==> config.mk <==
export PLATFORM = sky130hd
export DESIGN_NAME = mem_bus_mux_flat
export DESIGN_NICKNAME = d
export VERILOG_FILES = /design/src/rtl/mem_bus_mux_if.sv /design/src/rtl/mem_bus_mux.sv /design/src/flat_wrapper.sv
export SDC_FILE = /design/constraint.sdc
export NUM_CORES = 1
export LEC_CHECK = 0
export CORE_AREA = 3 3 173 175
export CTS_CLUSTER_DIAMETER = 80
export DETAILED_ROUTE_END_ITERATION = 12
export DIE_AREA = 0 0 176 178
export SYNTH_ARGS = -nofsm -noshare
export SYNTH_HDL_FRONTEND = slang
export SYNTH_SLANG_ARGS = --single-unit
==> constraint.sdc <==
create_clock -name clk -period 4.1 [get_ports clk]
set_input_delay 0.82 -clock clk [delete_from_list [all_inputs] [get_ports clk]]
set_output_delay 0.82 -clock clk [all_outputs]
set_load 0.005 [all_outputs]
==> src/rtl/mem_bus_mux_if.sv <==
// mem_bus_mux_if: CPU-side request/response and target-side fan-out bundle for mem_bus_mux.
// Parameter:
//   NUM_TARGETS  number of target ports
// Signals:
//   cpu_valid/cpu_addr/cpu_wdata/cpu_wstrb/force_trap  request from the CPU
//   cpu_rdata/cpu_ready                                 registered response to the CPU
//   tgt_cs/tgt_we/tgt_addr/tgt_wdata                    fan-out to the targets
//   tgt_rdata/tgt_ready                                 per-target response (flat, 32 bits per target)
//   decode_err/timeout_err                              one-cycle error pulses
// Modports:
//   slave   the interconnect's view
//   master  the CPU/target environment's view
interface mem_bus_mux_if #(
    parameter int NUM_TARGETS = 8
);
    logic                      cpu_valid;
    logic [31:0]               cpu_addr;
    logic [31:0]               cpu_wdata;
    logic [3:0]                cpu_wstrb;
    logic [31:0]               cpu_rdata;
    logic                      cpu_ready;
    logic                      force_trap;
    logic [NUM_TARGETS-1:0]    tgt_cs;
    logic [3:0]                tgt_we;
    logic [31:0]               tgt_addr;
    logic [31:0]               tgt_wdata;
    logic [NUM_TARGETS*32-1:0] tgt_rdata;
    logic [NUM_TARGETS-1:0]    tgt_ready;
    logic                      decode_err;
    logic                      timeout_err;

    modport slave (
        input  cpu_valid, cpu_addr, cpu_wdata, cpu_wstrb, force_trap, tgt_rdata, tgt_ready,
        output cpu_rdata, cpu_ready, tgt_cs, tgt_we, tgt_addr, tgt_wdata, decode_err, timeout_err
    );

    modport master (
        output cpu_valid, cpu_addr, cpu_wdata, cpu_wstrb, force_trap, tgt_rdata, tgt_ready,
        input  cpu_rdata, cpu_ready, tgt_cs, tgt_we, tgt_addr, tgt_wdata, decode_err, timeout_err
    );
endinterface

==> src/rtl/mem_bus_mux.sv <==
// mem_bus_mux: one native memory master fanned out to NUM_TARGETS address-windowed targets,
// with registered response, wait-state timeout, decode-error pulse and trap override.
// Optional feature macro: MEM_BUS_MUX_PROT_EN (adds port fw_app_mode and parameter
// TGT_FW_ONLY; in application mode, firmware-only targets look unmapped).
// Ports:
//   clk          system clock
//   reset_n      asynchronous active-low reset
//   bus          mem_bus_mux_if.slave (cpu_* request/response, tgt_* fan-out, error pulses)
//   fw_app_mode  application-mode flag (MEM_BUS_MUX_PROT_EN only)
module mem_bus_mux #(
    parameter int                          NUM_TARGETS = 8,
    parameter logic [NUM_TARGETS*32-1:0]   TGT_BASE    = {NUM_TARGETS{32'h0}},
    parameter logic [NUM_TARGETS*32-1:0]   TGT_MASK    = {NUM_TARGETS{32'hffffffff}},
    parameter int                          TIMEOUT     = 255,
    parameter logic [31:0]                 ERR_DATA    = 32'hdeadbeef,
    parameter logic [31:0]                 TRAP_DATA   = 32'h0
`ifdef MEM_BUS_MUX_PROT_EN
    ,
    parameter logic [NUM_TARGETS-1:0]      TGT_FW_ONLY = '0
`endif
) (
    input  logic           clk,
    input  logic           reset_n,
`ifdef MEM_BUS_MUX_PROT_EN
    input  logic           fw_app_mode,
`endif
    mem_bus_mux_if.slave   bus
);
    localparam int CW = (TIMEOUT > 0) ? $clog2(TIMEOUT + 1) : 1;
    localparam int IW = (NUM_TARGETS > 1) ? $clog2(NUM_TARGETS) : 1;

    typedef enum logic [1:0] {S_IDLE, S_WAIT, S_RESP} state_t;

    state_t        r_state, w_state_nx;
    logic [CW-1:0] r_cnt, w_cnt_nx;
    logic [31:0]   r_rdata, w_rdata_nx;
    logic          r_ready, r_derr, r_terr, w_derr_nx, w_terr_nx;
    logic          w_hit, w_map, w_sel_ready;
    logic [IW-1:0] w_idx;
    logic [31:0]   w_cap;

    // Descending scan so the lowest matching index is the one left standing.
    always_comb begin
        w_hit = 1'b0;
        w_idx = '0;
        for (int i = NUM_TARGETS - 1; i >= 0; i--)
            if ((bus.cpu_addr & TGT_MASK[i*32 +: 32]) == TGT_BASE[i*32 +: 32]) begin
                w_hit = 1'b1;
                w_idx = IW'(i);
            end
    end

`ifdef MEM_BUS_MUX_PROT_EN
    assign w_map = w_hit && !(fw_app_mode && TGT_FW_ONLY[w_idx]);
`else
    assign w_map = w_hit;
`endif

    assign w_sel_ready = bus.tgt_ready[w_idx];
    // Writes complete with zero read data rather than whatever the target drives.
    assign w_cap       = (|bus.cpu_wstrb) ? 32'h0 : bus.tgt_rdata[w_idx*32 +: 32];

    // Gated by reset_n so the select drops immediately on reset assertion.
    assign bus.tgt_cs      = (reset_n && bus.cpu_valid && w_map && !bus.force_trap && r_state != S_RESP)
                             ? NUM_TARGETS'(1) << w_idx : '0;
    assign bus.tgt_we      = bus.cpu_wstrb;
    assign bus.tgt_addr    = bus.cpu_addr;
    assign bus.tgt_wdata   = bus.cpu_wdata;
    assign bus.cpu_rdata   = r_rdata;
    assign bus.cpu_ready   = r_ready;
    assign bus.decode_err  = r_derr;
    assign bus.timeout_err = r_terr;

    always_comb begin
        w_state_nx = r_state;
        w_cnt_nx   = r_cnt;
        w_rdata_nx = r_rdata;
        w_derr_nx  = 1'b0;
        w_terr_nx  = 1'b0;
        case (r_state)
            S_IDLE: if (bus.cpu_valid) begin
                if (bus.force_trap) begin
                    w_rdata_nx = TRAP_DATA;
                    w_state_nx = S_RESP;
                end else if (!w_map) begin
                    w_rdata_nx = '0;
                    w_derr_nx  = 1'b1;
                    w_state_nx = S_RESP;
                end else if (w_sel_ready) begin
                    w_rdata_nx = w_cap;
                    w_state_nx = S_RESP;
                end else begin
                    w_cnt_nx   = CW'(1);
                    w_state_nx = S_WAIT;
                end
            end
            S_WAIT: if (!bus.cpu_valid) begin
                w_cnt_nx   = '0;
                w_state_nx = S_IDLE;
            end else if (w_sel_ready) begin
                w_rdata_nx = w_cap;
                w_cnt_nx   = '0;
                w_state_nx = S_RESP;
            end else if (TIMEOUT != 0 && r_cnt == CW'(TIMEOUT)) begin
                w_rdata_nx = ERR_DATA;
                w_terr_nx  = 1'b1;
                w_cnt_nx   = '0;
                w_state_nx = S_RESP;
            end else if (r_cnt != '1) begin
                w_cnt_nx   = r_cnt + CW'(1);
            end
            default: begin
                w_cnt_nx   = '0;
                w_state_nx = S_IDLE;
            end
        endcase
    end

    always_ff @(posedge clk or negedge reset_n) begin
        if (!reset_n) begin
            r_state <= S_IDLE;
            r_cnt   <= '0;
            r_rdata <= '0;
            r_ready <= 1'b0;
            r_derr  <= 1'b0;
            r_terr  <= 1'b0;
        end else begin
            r_state <= w_state_nx;
            r_cnt   <= w_cnt_nx;
            r_rdata <= w_rdata_nx;
            r_ready <= (w_state_nx == S_RESP);
            r_derr  <= w_derr_nx;
            r_terr  <= w_terr_nx;
        end
    end
endmodule

==> src/flat_wrapper.sv <==
// flat-port wrapper written by rule: the top's interface ports become plain ports
module mem_bus_mux_flat 
#(
    parameter int                          NUM_TARGETS = 8,
    parameter logic [NUM_TARGETS*32-1:0]   TGT_BASE    = {NUM_TARGETS{32'h0}},
    parameter logic [NUM_TARGETS*32-1:0]   TGT_MASK    = {NUM_TARGETS{32'hffffffff}},
    parameter int                          TIMEOUT     = 255,
    parameter logic [31:0]                 ERR_DATA    = 32'hdeadbeef,
    parameter logic [31:0]                 TRAP_DATA   = 32'h0

)
  (clk, reset_n, bus_cpu_valid, bus_cpu_addr, bus_cpu_wdata, bus_cpu_wstrb, bus_force_trap, bus_tgt_rdata, bus_tgt_ready, bus_cpu_rdata, bus_cpu_ready, bus_tgt_cs, bus_tgt_we, bus_tgt_addr, bus_tgt_wdata, bus_decode_err, bus_timeout_err);
  mem_bus_mux_if #(.NUM_TARGETS(NUM_TARGETS)) bus_i ();
  input  logic clk;
  input  logic reset_n;
  input wire logic [$bits(bus_i.cpu_valid)-1:0] bus_cpu_valid;
  input wire logic [$bits(bus_i.cpu_addr)-1:0] bus_cpu_addr;
  input wire logic [$bits(bus_i.cpu_wdata)-1:0] bus_cpu_wdata;
  input wire logic [$bits(bus_i.cpu_wstrb)-1:0] bus_cpu_wstrb;
  input wire logic [$bits(bus_i.force_trap)-1:0] bus_force_trap;
  input wire logic [$bits(bus_i.tgt_rdata)-1:0] bus_tgt_rdata;
  input wire logic [$bits(bus_i.tgt_ready)-1:0] bus_tgt_ready;
  output wire logic [$bits(bus_i.cpu_rdata)-1:0] bus_cpu_rdata;
  output wire logic [$bits(bus_i.cpu_ready)-1:0] bus_cpu_ready;
  output wire logic [$bits(bus_i.tgt_cs)-1:0] bus_tgt_cs;
  output wire logic [$bits(bus_i.tgt_we)-1:0] bus_tgt_we;
  output wire logic [$bits(bus_i.tgt_addr)-1:0] bus_tgt_addr;
  output wire logic [$bits(bus_i.tgt_wdata)-1:0] bus_tgt_wdata;
  output wire logic [$bits(bus_i.decode_err)-1:0] bus_decode_err;
  output wire logic [$bits(bus_i.timeout_err)-1:0] bus_timeout_err;
  assign bus_i.cpu_valid = bus_cpu_valid;
  assign bus_i.cpu_addr = bus_cpu_addr;
  assign bus_i.cpu_wdata = bus_cpu_wdata;
  assign bus_i.cpu_wstrb = bus_cpu_wstrb;
  assign bus_i.force_trap = bus_force_trap;
  assign bus_i.tgt_rdata = bus_tgt_rdata;
  assign bus_i.tgt_ready = bus_tgt_ready;
  assign bus_cpu_rdata = bus_i.cpu_rdata;
  assign bus_cpu_ready = bus_i.cpu_ready;
  assign bus_tgt_cs = bus_i.tgt_cs;
  assign bus_tgt_we = bus_i.tgt_we;
  assign bus_tgt_addr = bus_i.tgt_addr;
  assign bus_tgt_wdata = bus_i.tgt_wdata;
  assign bus_decode_err = bus_i.decode_err;
  assign bus_timeout_err = bus_i.timeout_err;
  mem_bus_mux #(.NUM_TARGETS(NUM_TARGETS), .TGT_BASE(TGT_BASE), .TGT_MASK(TGT_MASK), .TIMEOUT(TIMEOUT), .ERR_DATA(ERR_DATA), .TRAP_DATA(TRAP_DATA)) u_core (.clk(clk), .reset_n(reset_n), .bus(bus_i));
endmodule
# ---- After elaboration in Yosys (flattened, before gate mapping)
# Index checks and enable logic that the tools add are counted.
dict set report word_totals {
  reg_bits 45
  inputBits 336
  out_inout_bits 111
  word_cells 67
}
dict set report classes {
  add_sub_neg 1
  n_eq_ne 13
  n_mux 36
  reduce_logical 11
}
# op n
set ops {}
lappend ops {{32-bit two-way mux} 8}
lappend ops {{8-bit two-way mux} 8}
lappend ops {{32-bit case mux with 2 select lines} 1}
lappend ops {{32-bit logical NOT} 1}
lappend ops {{8-bit case mux with 2 select lines} 1}
lappend ops {{2-bit two-way mux} 7}
lappend ops {{1-bit two-way mux} 10}
lappend ops {{2-bit != test (second input constant)} 5}
lappend ops {{5-bit AND reduction} 2}
lappend ops {{8-bit by 1-bit adder with 8-bit output (second input constant)} 1}
lappend ops {{8-bit equality test (second input constant)} 1}
lappend ops {{8-bit != test (second input constant)} 1}
lappend ops {{5-bit by 3-bit != test with 1-bit output (second input constant)} 1}
lappend ops {{1-bit logical AND} 4}
lappend ops {{4-bit != test (second input constant)} 1}
lappend ops {{2-bit case mux with 2 select lines} 1}
lappend ops {{4-bit OR reduction} 1}
lappend ops {{3-bit by 2-bit != test with 1-bit output (second input constant)} 1}
lappend ops {{2-bit by 1-bit equality test with 1-bit output (second input constant)} 1}
lappend ops {{2-bit equality test (second input constant)} 1}
lappend ops {{2-bit logical NOT} 1}
lappend ops {{2-bit by 1-bit != test with 1-bit output (second input constant)} 1}
lappend ops {{2-bit nonzero test} 1}
lappend ops {{1-bit logical NOT} 1}

# ---- Logic depth before layout (Yosys ltp)
dict set report depth {
  ltp_word 7
  mapped_depth 7
  depth_no_buf 7
}

# ---- Worst setup path before layout
# No wires, ideal clock.
dict set report synth_path {
  path_kind {input -> output}
  from {in bus_cpu_addr[2]}
  to {out bus_tgt_cs[0]}
  t_arrival_ns 1.588
  slack_ns 1.692
  stages 4
  path_buffers 0
  cell_sequence {nor4_1 -> and4_2 -> nand3_4 -> nor2_1}
}
dict set report synth_via {
  elab_chain_len 6
}
# item line_no
set synth_lines {}
lappend synth_lines {{start: declaration} flat_wrapper.sv:17} ;# input wire logic [$bits(bus_i.cpu_addr)-1:0] bus_cpu_addr;
lappend synth_lines {{32-bit logical NOT} mem_bus_mux.sv:47} ;# if ((bus.cpu_addr & TGT_MASK[i*32 +: 32]) == TGT_BASE[i*32 +: 32]) begin
lappend synth_lines {{1-bit two-way mux} mem_bus_mux.sv:47}
lappend synth_lines {{1-bit logical AND (3 in series)} mem_bus_mux.sv:64} ;# assign bus.tgt_cs = (reset_n && bus.cpu_valid && w_map && !bus.force_trap && r_state != S_RESP)
lappend synth_lines {{1-bit two-way mux} mem_bus_mux.sv:65} ;# ? NUM_TARGETS'(1) << w_idx : '0;
lappend synth_lines {{end: declaration} flat_wrapper.sv:25} ;# output wire logic [$bits(bus_i.tgt_cs)-1:0] bus_tgt_cs;
# No other way between the ends.

# ---- Worst setup path after layout
dict set report layout_path {
  from {in bus_cpu_addr[10]}
  to {out bus_tgt_cs[0]}
}
# Same word-level chain as after synthesis.

==> qor.csv <==
metric,value,unit
ir_worst_vdd,0.1536,mV
diodes,0,
cts-root-buf,clkbuf_16,
drv_cap,0,
grt_max_degree,46,
setup_viol,0,
ctsHoldBuffers,0,
ioPinCount,447,
drtPass1Iterations,4,
layout.nets,697,
via_count,2296,
synth.distinct_cells,46,
seq_area_frac_synth,0.4011,
numCtsBuffers,5,
final.period_utilization,0.9194,
final_common_cell,clkdlybuf4s50_1,
criticalPathCategory,input pin to output pin,
dieArea,31330,um^2
ys_ff_latch,45,
drv_slew,0,
synth_edf_count,0,
syn_avg_cell_area,10.17,um^2
worstMarginPinSlew,709.2,ps
synthCells,276,
clk_pin_slew,70,ps
clk_latency,290,ps
fin_setup_tns,0,ps
wirelength,12.34,mm
start_util,0.09809,
drt_iter0_markers,100,
stdcell_count,745,
async_reset_ff_frac,1.000,
cellPowerDensity,251.8,nW/um^2
vias_per_cell,3.082,
ant_nets,0,
htreeDepth,2,
ys_warn_count,0,
hold_violations,0,
routedWlPerCell,16.57,um
grt_overflow_total,0,
cp_max_fo,2,
fmax,265.3,MHz
startpoint_type,input pin,
period_minus_slack,3770,ps
fp.coreArea,28630,um^2
grt_pass1_wl,16.93,mm
finalPower,1.107,mW
drive_gt1_frac,0.1385,
clock_path_buffers,2,
finalClockSkew,5.860,ps
drc,0,
slew_headroom,0.5210,
die_w,176,um
hpwl,10.36,mm
status,"complete, no violations",
min_path_type,register to register,
grt_pass1_vias,2344,
cp.required,3280,ps
syn_to_final_growth,56.60,%
synthFlopType,dfrtp_1,
port-buffer-count,144,
rows,62,
arrival,2950,ps
clkSinkCount,45,
antenna_found_initial,1,
endpoint_kind,output pin,
rsz0062_at_grt,false,
gp_congestion,0.7691,
grt_util_all_layers,0.07543,
p_leak,1.606,nW
post_synth_instance_area,2808,um^2
layout_common_cells,"clkdlybuf4s50_1, dfrtp_1, a21oi_1",
dpl.cell_count,737,
cts.repair.resized,0,
post-cts-setup-buffers,0,
die_h,178,um
cts_tree,built,
[cell usage after synthesis (2+ instances only)]
library cell / instances / area [um^2]
a21boi_0: 8 / 60.06
a21oi_1: 24 / 120.1
a22o_1: 2 / 17.52
a31o_1: 2 / 17.52
a31o_2: 6 / 52.55
and3_1: 3 / 18.77
and4_2: 2 / 20.02
buf_4: 77 / 578.1
buf_6: 2 / 22.52
clkbuf_1: 5 / 18.77
dfrtp_1: 45 / 1126
inv_1: 5 / 18.77
nand2_1: 7 / 26.28
nand2b_1: 3 / 18.77
nand3_1: 4 / 20.02
nand4_1: 4 / 25.02
nor2_1: 8 / 30.03
nor2b_1: 2 / 12.51
nor4_1: 8 / 50.05
o21ai_0: 11 / 55.05
o22a_1: 2 / 17.52
o2bb2ai_1: 14 / 122.6
o2bb2ai_2: 9 / 135.1
[cells by family after synthesis]
logic type	after synthesis	share of synthesized area
compound gates	86	0.2362
mux	1	0.008021
simple gates	51	0.1185
other cells	1	0.001336
fa+ha+maj	1	0.004456
flops	45	0.4011
buf+inv	91	0.2304
[registers in the layout, summed over array words and instances, names as in the netlist]
name / cells
u_core.bus.cpu_ready: 1
u_core.bus.decode_err: 1
u_core.bus.cpu_rdata: 32
u_core.r_state: 2
u_core.r_cnt: 8
u_core.bus.timeout_err: 1
[area by class of cell]
cell class                 count  area (um^2)
fill                        3209        24230
tap                          384        480.5
multi-input combinational    146         1069
clock inverter                 3        47.55
timing repair buffer         156         1526
inverter                       6        22.52
clock buffer                   5        125.1
sequential                    45         1126
[stage by stage]
stage	hold WS, ps	utilization	worst slack, ps	cell area (um^2)
CTS	497.4	0.1536	224.8	4397
floorplan	478.5	-	1692	2830
global route	503.6	0.1536	166.3	4397
finish	488.6	0.1536	330.3	4397
global placement	472.1	0.1476	252.2	4224
detailed placement	473.3	0.1476	229.0	4224
[critical path, cell delays in order]
cell and delay (ps):
clkdlybuf4s50_1 470, nor4_1 320, buf_4 170, and4_2 280
nand3_4 90, nor2_1 150, buf_4 130, clkdlybuf4s50_1 520
[final timing paths]
kind | start | endpoint | slack, ps | cells after the start
max in group asynchronous | reset_n | u_core.bus.cpu_rdata[11] | 3010 | 2
hold / removal | u_core.bus.cpu_rdata[9] | u_core.bus.cpu_rdata[9] | 490 | 1
setup / recovery | bus_cpu_addr[10] | bus_tgt_cs[0] | 330 | 8
hold reg to reg | u_core.bus.cpu_rdata[9] | u_core.bus.cpu_rdata[9] | 490 | 1
setup reg to reg | u_core.r_cnt[0] | u_core.bus.cpu_rdata[6] | 2200 | 7
min in group asynchronous | reset_n | u_core.bus.cpu_rdata[5] | 690 | 2
[routing by layer]
| layer | global-route usage | wire length, um |
|---|---|---|
| met1 | 0.07270 | 4009 |
| met4 | 0.01056 | 68 |
| met3 | 0.09110 | 2995 |
| met5 | 0 | 13 |
| met2 | 0.1063 | 5254 |
[power breakdown]
part	internal [mW]	switching, mW	leakage [nW]	total [mW]
clock network	0.293	0.198	0.0848	0.491
logic	0.104	0.0630	0.898	0.167
registers	0.446	0.00289	0.624	0.449
Power figures use the tool's default switching activity.
